## config.mk

```make
export PLATFORM = sky130hd
export DESIGN_NAME = cpu_run_monitor
export DESIGN_NICKNAME = d
export VERILOG_FILES = /design/src/rtl/cpu_mon_pkg.sv /design/src/rtl/mon_sig_accum.sv /design/src/rtl/cpu_run_monitor.sv
export SDC_FILE = /design/constraint.sdc
export NUM_CORES = 1
export LEC_CHECK = 0
export ABC_AREA = 1
export ABC_CLOCK_PERIOD_IN_PS = 2200
export BUFFER_PORTS_ARGS = -buffer_cell sky130_fd_sc_hd__buf_2
export CELL_PAD_IN_SITES_DETAIL_PLACEMENT = 0
export CELL_PAD_IN_SITES_GLOBAL_PLACEMENT = 1
export CORE_ASPECT_RATIO = 0.9
export CORE_UTILIZATION = 32
export DETAILED_ROUTE_END_ITERATION = 12
export MAX_ROUTING_LAYER = met4
export PLACE_DENSITY_LB_ADDON = 0.05
export RECOVER_POWER = 50
export SLEW_MARGIN = 20
export SYNTH_ARGS = -nofsm -noshare
export SYNTH_HDL_FRONTEND = slang
export SYNTH_SLANG_ARGS = --single-unit
```

## constraint.sdc

```tcl
create_clock -name i_clk -period 2.2 [get_ports i_clk]
set_input_delay 0.11 -clock i_clk [delete_from_list [all_inputs] [get_ports i_clk]]
set_output_delay 0.11 -clock i_clk [all_outputs]
set_load 0.01 [all_outputs]
```

## src/rtl/cpu_mon_pkg.sv

```systemverilog
// rtl/cpu_mon_pkg.sv - shared types and signature fold for the run monitor
//
// Contents:
//   SIG_W        signature width (32)
//   mon_state_e  monitor FSM states
//   sig_step     one signature fold: rotl1(s) ^ d ^ k
package cpu_mon_pkg;

  localparam int SIG_W = 32;

  typedef enum logic [1:0] {
    IDLE    = 2'd0,
    RUN     = 2'd1,
    DONE    = 2'd2,
    TIMEOUT = 2'd3
  } mon_state_e;

  function automatic logic [SIG_W-1:0] sig_step(input logic [SIG_W-1:0] s,
                                                input logic [SIG_W-1:0] d,
                                                input logic [SIG_W-1:0] k);
    return {s[SIG_W-2:0], s[SIG_W-1]} ^ d ^ k;
  endfunction

endpackage

```

## src/rtl/mon_sig_accum.sv

```systemverilog
// rtl/mon_sig_accum.sv - signature register with two-stage write-event fold
//
// Ports:
//   i_clk, i_resetn       clock, asynchronous active-low reset
//   i_load                reload SIG_SEED (wins over i_en)
//   i_en                  commit this cycle's folded value
//   i_wb_en/rd/data       register write-back event (x0 ignored)
//   i_mem_we/addr/wdata   data-memory write event
//   o_sig_next            folded value for this cycle (combinational)
//   o_sig                 registered signature
module mon_sig_accum
  import cpu_mon_pkg::*;
#(
  parameter int                XLEN     = 32,
  parameter logic [SIG_W-1:0]  SIG_SEED = '0
) (
  input  logic             i_clk,
  input  logic             i_resetn,
  input  logic             i_load,
  input  logic             i_en,
  input  logic             i_wb_en,
  input  logic [4:0]       i_wb_rd,
  input  logic [XLEN-1:0]  i_wb_data,
  input  logic             i_mem_we,
  input  logic [XLEN-1:0]  i_mem_addr,
  input  logic [XLEN-1:0]  i_mem_wdata,
  output logic [SIG_W-1:0] o_sig_next,
  output logic [SIG_W-1:0] o_sig
);

  logic [SIG_W-1:0] sig_q;
  logic [SIG_W-1:0] s1;
  logic [SIG_W-1:0] s2;

  // Register event folds first, memory event folds on top of it.
  always_comb begin
    s1 = sig_q;
    if (i_wb_en && (i_wb_rd != 5'd0)) begin
      s1 = sig_step(sig_q, SIG_W'(i_wb_data), SIG_W'(i_wb_rd));
    end
    s2 = s1;
    if (i_mem_we) begin
      s2 = sig_step(s1, SIG_W'(i_mem_wdata), SIG_W'(i_mem_addr));
    end
  end

  always_ff @(posedge i_clk or negedge i_resetn) begin
    if (!i_resetn) begin
      sig_q <= SIG_SEED;
    end else if (i_load) begin
      sig_q <= SIG_SEED;
    end else if (i_en) begin
      sig_q <= s2;
    end
  end

  assign o_sig_next = s2;
  assign o_sig      = sig_q;

endmodule

```

## src/rtl/cpu_run_monitor.sv

```systemverilog
// rtl/cpu_run_monitor.sv - run-control, timeout and write-signature monitor
//
// Ports:
//   i_clk, i_resetn             clock, asynchronous active-low reset
//   i_start                     arm / re-arm pulse
//   i_timeout                   max RUN cycles, 0 disables
//   i_finish_pc, i_exp_sig      completion PC, expected signature
//   i_pc                        observed fetch PC
//   i_wb_en/rd/data             observed register write-back
//   i_mem_we/addr/wdata         observed data-memory write
//   o_busy/o_done/o_timeout     state flags
//   o_pass                      signature matched (meaningful in DONE)
//   o_signature, o_cycles       running signature, saturating RUN cycle count
module cpu_run_monitor
  import cpu_mon_pkg::*;
#(
  parameter int               XLEN     = 32,
  parameter int               CNT_W    = 16,
  parameter int               HOLD     = 2,
  parameter logic [SIG_W-1:0] SIG_SEED = '0
) (
  input  logic             i_clk,
  input  logic             i_resetn,
  input  logic             i_start,
  input  logic [CNT_W-1:0] i_timeout,
  input  logic [XLEN-1:0]  i_finish_pc,
  input  logic [SIG_W-1:0] i_exp_sig,
  input  logic [XLEN-1:0]  i_pc,
  input  logic             i_wb_en,
  input  logic [4:0]       i_wb_rd,
  input  logic [XLEN-1:0]  i_wb_data,
  input  logic             i_mem_we,
  input  logic [XLEN-1:0]  i_mem_addr,
  input  logic [XLEN-1:0]  i_mem_wdata,
  output logic             o_busy,
  output logic             o_done,
  output logic             o_timeout,
  output logic             o_pass,
  output logic [SIG_W-1:0] o_signature,
  output logic [CNT_W-1:0] o_cycles
);

  // Hold counter never exceeds HOLD, so this width always fits.
  localparam int            HW        = $clog2(HOLD + 1);
  localparam logic [HW-1:0] HOLD_LAST = HW'(HOLD - 1);

  mon_state_e       state_q, state_d;
  logic [CNT_W-1:0] cycles_q, cycles_d;
  logic [HW-1:0]    hold_q, hold_d;
  logic             pass_q, pass_d;
  logic             sig_load, sig_en;
  logic [SIG_W-1:0] sig_next;
  logic             pc_match, finish, tmo;

  mon_sig_accum #(
    .XLEN     (XLEN),
    .SIG_SEED (SIG_SEED)
  ) u_sig (
    .i_clk       (i_clk),
    .i_resetn    (i_resetn),
    .i_load      (sig_load),
    .i_en        (sig_en),
    .i_wb_en     (i_wb_en),
    .i_wb_rd     (i_wb_rd),
    .i_wb_data   (i_wb_data),
    .i_mem_we    (i_mem_we),
    .i_mem_addr  (i_mem_addr),
    .i_mem_wdata (i_mem_wdata),
    .o_sig_next  (sig_next),
    .o_sig       (o_signature)
  );

  always_comb begin
    state_d  = state_q;
    cycles_d = cycles_q;
    hold_d   = hold_q;
    pass_d   = pass_q;
    sig_load = 1'b0;
    sig_en   = 1'b0;

    pc_match = (i_pc == i_finish_pc);
    finish   = pc_match && (hold_q == HOLD_LAST);
    // Compared against the pre-increment count so TIMEOUT lands with cycles == i_timeout.
    tmo      = (i_timeout != '0) && (cycles_q == (i_timeout - CNT_W'(1)));

    if (i_start) begin
      state_d  = RUN;
      cycles_d = '0;
      hold_d   = '0;
      pass_d   = 1'b0;
      sig_load = 1'b1;
    end else if (state_q == RUN) begin
      sig_en = 1'b1;
      if (cycles_q != '1) begin
        cycles_d = cycles_q + CNT_W'(1);
      end
      hold_d = pc_match ? hold_q + HW'(1) : '0;
      if (finish) begin
        state_d = DONE;
        pass_d  = (sig_next == i_exp_sig);
      end else if (tmo) begin
        state_d = TIMEOUT;
        pass_d  = 1'b0;
      end
    end
  end

  always_ff @(posedge i_clk or negedge i_resetn) begin
    if (!i_resetn) begin
      state_q  <= IDLE;
      cycles_q <= '0;
      hold_q   <= '0;
      pass_q   <= 1'b0;
    end else begin
      state_q  <= state_d;
      cycles_q <= cycles_d;
      hold_q   <= hold_d;
      pass_q   <= pass_d;
    end
  end

  assign o_busy    = (state_q == RUN);
  assign o_done    = (state_q == DONE);
  assign o_timeout = (state_q == TIMEOUT);
  assign o_pass    = pass_q;
  assign o_cycles  = cycles_q;

endmodule
```

==> flow_summary.json, run 1 <==
{
  "status": "complete, but fails checks",
  "violations": "capacitance limit, slew limit",
  "setup_tns_ns": 0,
  "finalNetCount": 1522,
  "fin_area_mm2": 0.007983,
  "yosys_most_used_dff": "dfrtp_1",
  "routed-wl-met2_mm": 9.473,
  "async_flop_share_pct": 100.0,
  "vias": 7167,
  "areaGrowthSynthToFinish_pct": 31.87,
  "cts_sinks": 53,
  "grt_pass1_wl_mm": 34.76,
  "wl_per_cell_um": 14.41,
  "drive_gt1_share_pct": 22.35,
  "synth_top_area_share_pct": 23.01,
  "setup_viol": 0,
  "htree_levels": 2,
  "routed_wl_mm": 22.30,
  "crit_path_end_kind": "register",
  "period_share_pct": 86.67,
  "synth_cell_types": 39,
  "synth-simple-area-share_pct": 44.34,
  "critPathMaxFanout": 5,
  "placed_area_mm2": 0.007881,
  "rsz0062_at_grt": "no",
  "ant_nets": 0,
  "cts.clk_slew.worst_paths_ns": 0.08,
  "yosys-top-cells-area": "nand2_1, dfrtp_1, nand3_1",
  "synthXorXnorAreaFrac_pct": 14.47,
  "synth-seq-cells": 53,
  "fmax_ghz": 0.5244,
  "die_w_um": 147.0,
  "place_inst": 1538,
  "viasPerCell": 4.630,
  "seq_area_mm2": 0.001326,
  "multi_input_area_mm2": 0.004031,
  "synth_compound_area_share_pct": 7.048,
  "drv_slew": 22,
  "synth_fa_ha_area_share_pct": 0.6201,
  "core_area_mm2": 0.01847,
  "row_count": 47,
  "fin_util_pct": 43.23,
  "post-dp-hpwl_mm": 17.86,
  "yosys_warnings": 0,
  "wl_met1_mm": 11.28,
  "cts.path.max_buffers": 2,
  "hold_viol": 0,
  "syn_area_mm2": 0.006053,
  "drc": 0,
  "start_util_pct": 32.78,
  "finalPower_w": 0.003852,
  "cts_root_buffer": "clkbuf_16",
  "dr_wl_met3_mm": 1.254,
  "clock_skew_ns": 0.007426,
  "pwr-share-seq_pct": 31.0,
  "hp-class": "input port to register",
  "io_pins": 270,
  "grt_pass1_vias": 6611,
  "n_fill_cell": 2100,
  "finalNonFillerCells": 1548,
  "dr.pass1.iters": 5,
  "clk_latency_ns": 0.31,
  "die_h_um": 132.5,
  "synthTopCellsByCount": "nand2_1, inv_1, nand3_1, nor2_1, dfrtp_1",
  "drtIter0Drc": 387,
  "portBuffers": 269,
  "grt_usage_pct": 23.60,
  "synth_most_common_cell": "nand2_1",
  "synth_edf_count": 0,
  "intPower_w": 0.002218,
  "relSlewSlack_pct": -3.109,
  "critical_path_class": "register to register",
  "pwr-share-clk_pct": 22.0,
  "cap_violations": 1,
  "synth.avg_cell_area_um2": 5.958,
  "worstMarginPinSlew_ns": 1.547,
  "synthCells": 1016,
  "p_switching_w": 0.001633,
  "muxShareOfSynthArea_pct": 0,
  "top_layer_used": "met4",
  "yosys.area.top_type": "nand2_1",
  "die_area_mm2": 0.01947,
  "period_needed_ns": 1.907,
  "yosysSeqAreaShare_pct": 21.91,
  "cts_tree": "built",
  "synth_top_family_by_area": "simple AND/OR/NAND/NOR gates",
  "grt_max_degree": 40,
  "syn_nets": 1237,
  "startpoint_type": "register",
  "place_congestion": 0.8378,
  "overflow": 0,
  "cp.arrival_ns": 2.14,
  "antenna_found_initial": 1,
  "swShare_pct": 42.41,
  "p_comb_share_pct": 46.9,
  "cts_inserted_buffers": 5,
  "leakage_nw": 4.401,
  "cts_setup_buffers": 0,
  "power.density_mw_per_mm2": 482.5,
  "ir_worst_vdd_uv": 239.3,
  "cp.required_ns": 2.44
}
==> critical path, cell delays in order, from the launching register on <==
cell and delay, ns:
dfrtp_1 0.42, ha_1 0.25, nand3_1 0.09, nor2_1 0.04
nand2_1 0.05, o21ai_0 0.06, nand2_1 0.12, nand2_1 0.10
buf_4 0.16, nor4_1 0.31, nand2_1 0.11, a21oi_1 0.13
==> power groups by stage <==
stage	registers, W	clock network, W	logic, W
floorplan	0.00123	0	0.00108
global placement	0.00121	0	0.00183
detailed placement	0.00121	0	0.00183
CTS	0.00119	0.000878	0.00184
global route	0.00121	0.000907	0.00205
finish	0.00120	0.000849	0.00181
==> path summary, 6_finish.rpt <==
kind	start	to	slack (ns)	cells after the start
setup / recovery	o_cycles[0]	o_cycles[9]	0.29	11
hold / removal	i_start	o_cycles[0]	0.21	4
setup reg to reg	o_cycles[0]	o_cycles[9]	0.29	11
hold reg to reg	hold_q[0]	hold_q[0]	0.50	1
max in group asynchronous	i_resetn	u_sig.o_sig[0]	0.58	2
min in group asynchronous	i_resetn	o_cycles[13]	0.71	2
==> registers in the layout (all words and copies together), names as in the netlist <==
register	cells
u_sig.o_sig	32
o_cycles	16
hold_q	2
state_q	2
o_pass	1
==> cells by family (layout without fill, tap and decap cells) <==
logic type,Yosys count,after routing
AO/OA/AOI/OAI,68,68
XOR/XNOR,100,100
adder cells (fa/ha/maj),3,3
buffers and inverters,174,460
flip-flops,53,53
other,0,1
AND/OR/NAND/NOR,618,618
==> placed cells by master, fill, tap and decap left out, drive strengths merged, types with 6 or more instances in the layout <==
cell type  count
nand3        130
xor2          48
nand2        376
inv          149
or2            7
o21ai         26
xnor2         52
nand4         11
clkbuf        50
a21oi          9
o22ai         22
buf          256
nor3           6
nand3b        27
dfrtp         53
nor2          58
==> stage by stage <==
step                      setup WS, ns  hold slack [ns]
after floorplan                 0.2958          -0.1856
after global placement         0.03874           0.1760
after detailed placement      -0.02289           0.1690
after CTS                       0.1805           0.1936
after global routing           0.02002           0.2532
final                           0.2932           0.2087
==> per-layer routing <==
layer	vias to the layer above	GRT usage, %
li1	3777	-
met1	3139	33.29
met2	233	35.62
met3	18	2.966
met4	0	5.727
met5	-	-
==> final cells by class <==
class,count,area share (%)
clock inverter,3,0.2194
multi-input combinational,789,50.50
sequential,53,16.61
tap,245,3.840
antenna,1,0.03135
timing repair buffer,302,20.17
clock buffer,5,1.567
inverter,150,7.053
==> timing repair <==
action / in CTS / in global routing
endpoints found under the hold margin: 21 / 0
resized for setup: 0 / 2
hold buffers: 1 / 0
endpoints found under the setup margin: 0 / 6
No activity file was read; power rests on OpenSTA's default activity.
==> run 2, diff against run 1 <==
--- a/config.mk
+++ b/config.mk
@@ -8,15 +8,14 @@
 export ABC_AREA = 1
 export ABC_CLOCK_PERIOD_IN_PS = 2200
 export BUFFER_PORTS_ARGS = -buffer_cell sky130_fd_sc_hd__buf_2
-export CELL_PAD_IN_SITES_DETAIL_PLACEMENT = 0
-export CELL_PAD_IN_SITES_GLOBAL_PLACEMENT = 1
+export CELL_PAD_IN_SITES_DETAIL_PLACEMENT = 1
+export CELL_PAD_IN_SITES_GLOBAL_PLACEMENT = 2
 export CORE_ASPECT_RATIO = 0.9
-export CORE_UTILIZATION = 32
+export CORE_UTILIZATION = 24
 export DETAILED_ROUTE_END_ITERATION = 12
 export MAX_ROUTING_LAYER = met4
 export PLACE_DENSITY_LB_ADDON = 0.05
 export RECOVER_POWER = 50
-export SLEW_MARGIN = 20
 export SYNTH_ARGS = -nofsm -noshare
 export SYNTH_HDL_FRONTEND = slang
 export SYNTH_SLANG_ARGS = --single-unit
==> flow_summary.json, run 2 (synthesized netlist as in run 1, its figures left out) <==
{
  "fin_util_pct": 33.21,
  "largest_reg_flops": 32,
  "cp.arrival_ns": 2.15,
  "critical_path_class": "register to register",
  "die_h_um": 152.7,
  "cts.path.max_buffers": 2,
  "relSlewSlack_pct": 28.26,
  "viasPerCell": 4.437,
  "use_met2_pct": 32.51,
  "power.density_mw_per_mm2": 492.1,
  "drive_gt1_share_pct": 24.01,
  "startpoint_type": "register",
  "cap_violations": 0,
  "ir_worst_vdd_uv": 284.1,
  "period_share_pct": 88.76,
  "rrSetupSlack_ns": 0.25,
  "areaGrowthSynthToFinish_pct": 34.56,
  "grt_max_degree": 39,
  "overflow": 0,
  "ant_nets": 0,
  "multi_input_area_mm2": 0.004044,
  "reg2regPathDepth": 10,
  "met3_usage_pct": 2.416,
  "fmax_ghz": 0.5121,
  "start_util_pct": 24.68,
  "grt_pass1_vias": 7432,
  "worstMarginPinSlew_ns": 1.076,
  "dr.pass1.iters": 4,
  "setup_viol": 0,
  "grt_pass1_wl_mm": 39.97,
  "rsz0062_at_grt": "no",
  "drc": 0,
  "critPathMaxFanout": 6,
  "vias": 7299,
  "wl_per_cell_um": 15.69,
  "row_count": 54,
  "rr_endpoint": "o_cycles[11]",
  "post-dp-hpwl_mm": 21.29,
  "met1_usage_pct": 28.45,
  "final_common_cell": "nand2_1",
  "routed_wl_mm": 25.81,
  "drv_slew": 0,
  "leakage_nw": 4.476,
  "placed_area_mm2": 0.008010,
  "cts_setup_buffers": 0,
  "cp.required_ns": 2.40,
  "cts_inserted_buffers": 5,
  "hp-class": "input port to register",
  "cts_sinks": 53,
  "hold_viol": 0,
  "crit_path_end_kind": "register",
  "final_cell_mix": "nand2_1, buf_2, inv_1",
  "cts.clk_slew.worst_paths_ns": 0.07,
  "min_path_cells": 5,
  "whs_endpoint": "state_q[0]",
  "die_w_um": 169.4,
  "busiest_layer": "met2",
  "finalNetCount": 1529,
  "period_needed_ns": 1.953,
  "status": "complete, no violations",
  "portBuffers": 269,
  "htree_levels": 2,
  "r2r-start": "o_cycles[9]",
  "cts_tree": "built",
  "holdCritStartpoint": "i_start",
  "place_congestion": 0.7883,
  "antenna_found_initial": 1,
  "fin_area_mm2": 0.008145,
  "n_fill_cell": 3327,
  "cts_root_buffer": "clkbuf_16",
  "die_area_mm2": 0.02586,
  "drtIter0Drc": 270,
  "core_area_mm2": 0.02453,
  "clock_skew_ns": 0.009363,
  "seq_area_mm2": 0.001326,
  "grt_usage_pct": 20.58,
  "io_pins": 270,
  "clk_latency_ns": 0.31
}
-- run 2: critical path, stage by stage, from the launching register on --
cell	delay, ns
dfrtp_1	0.42
inv_1	0.10
nor3_2	0.28
nand2_1	0.08
o21ai_0	0.16
nand2_1	0.11
nand2_1	0.20
nor3_2	0.08
nand2_1	0.13
nor2_1	0.05
o221a_2	0.22
-- run 2: metal layers --
| metal | part of all wire, % | vias up |
|---|---|---|
| li1 | - | 3784 |
| met4 | 0.81 | 0 |
| met5 | 0 | - |
| met3 | 4.0 | 12 |
| met2 | 44 | 174 |
| met1 | 51 | 3329 |
-- run 2: worst max-delay path by stage --
stage / from / end / cells after the start
after detailed placement: i_timeout[0] / o_pass / 16
after floorplan: o_cycles[0] / o_cycles[11] / 10
final: o_cycles[9] / o_cycles[11] / 10
after global placement: i_wb_rd[0] / o_pass / 17
after global routing: u_sig.o_sig[13] / o_pass / 13
after CTS: o_cycles[9] / o_cycles[11] / 10
-- run 2: layout make-up --
type / instances / share of cell area (%)
Antenna cell: 1 / 0.03072
Clock buffer: 5 / 1.536
Clock inverter: 2 / 0.4301
Inverter: 150 / 6.912
Multi-Input combinational cell: 789 / 49.65
Sequential cell: 53 / 16.28
Tap cell: 336 / 5.161
Timing Repair Buffer: 309 / 20.00
-- run 2: per-stage QoR --
| step | cells | hold WS, ns | setup TNS (ns) | total power [W] | setup slack [ns] |
|---|---|---|---|---|---|
| detailed placement | 1636 | 0.1085 | -0.01131 | 0.003114 | -0.01131 |
| global placement | 1636 | 0.1054 | 0 | 0.003103 | 0.07549 |
| CTS | 1644 | 0.2231 | 0 | 0.004094 | 0.1366 |
| finish | 1645 | 0.2184 | 0 | 0.004008 | 0.2474 |
| floorplan | 1016 | -0.1856 | 0 | 0.002305 | 0.2958 |
| global route | 1645 | 0.2551 | 0 | 0.004345 | 0.0007816 |
-- run 2: power breakdown --
| part | switching, W | internal [W] | leakage (nW) |
|---|---|---|---|
| sequential | 0.000117 | 0.00107 | 0.704 |
| clock | 0.000420 | 0.000532 | 0.0797 |
| combinational | 0.00113 | 0.000735 | 3.69 |
| total | 0.00167 | 0.00234 | 4.48 |
-- run 2: what timing repair did --
action	4_1_cts	5_1_grt
setup endpoints to repair	0	6
hold buffers	1	0
gates resized for setup	0	6
hold endpoints to repair	13	0
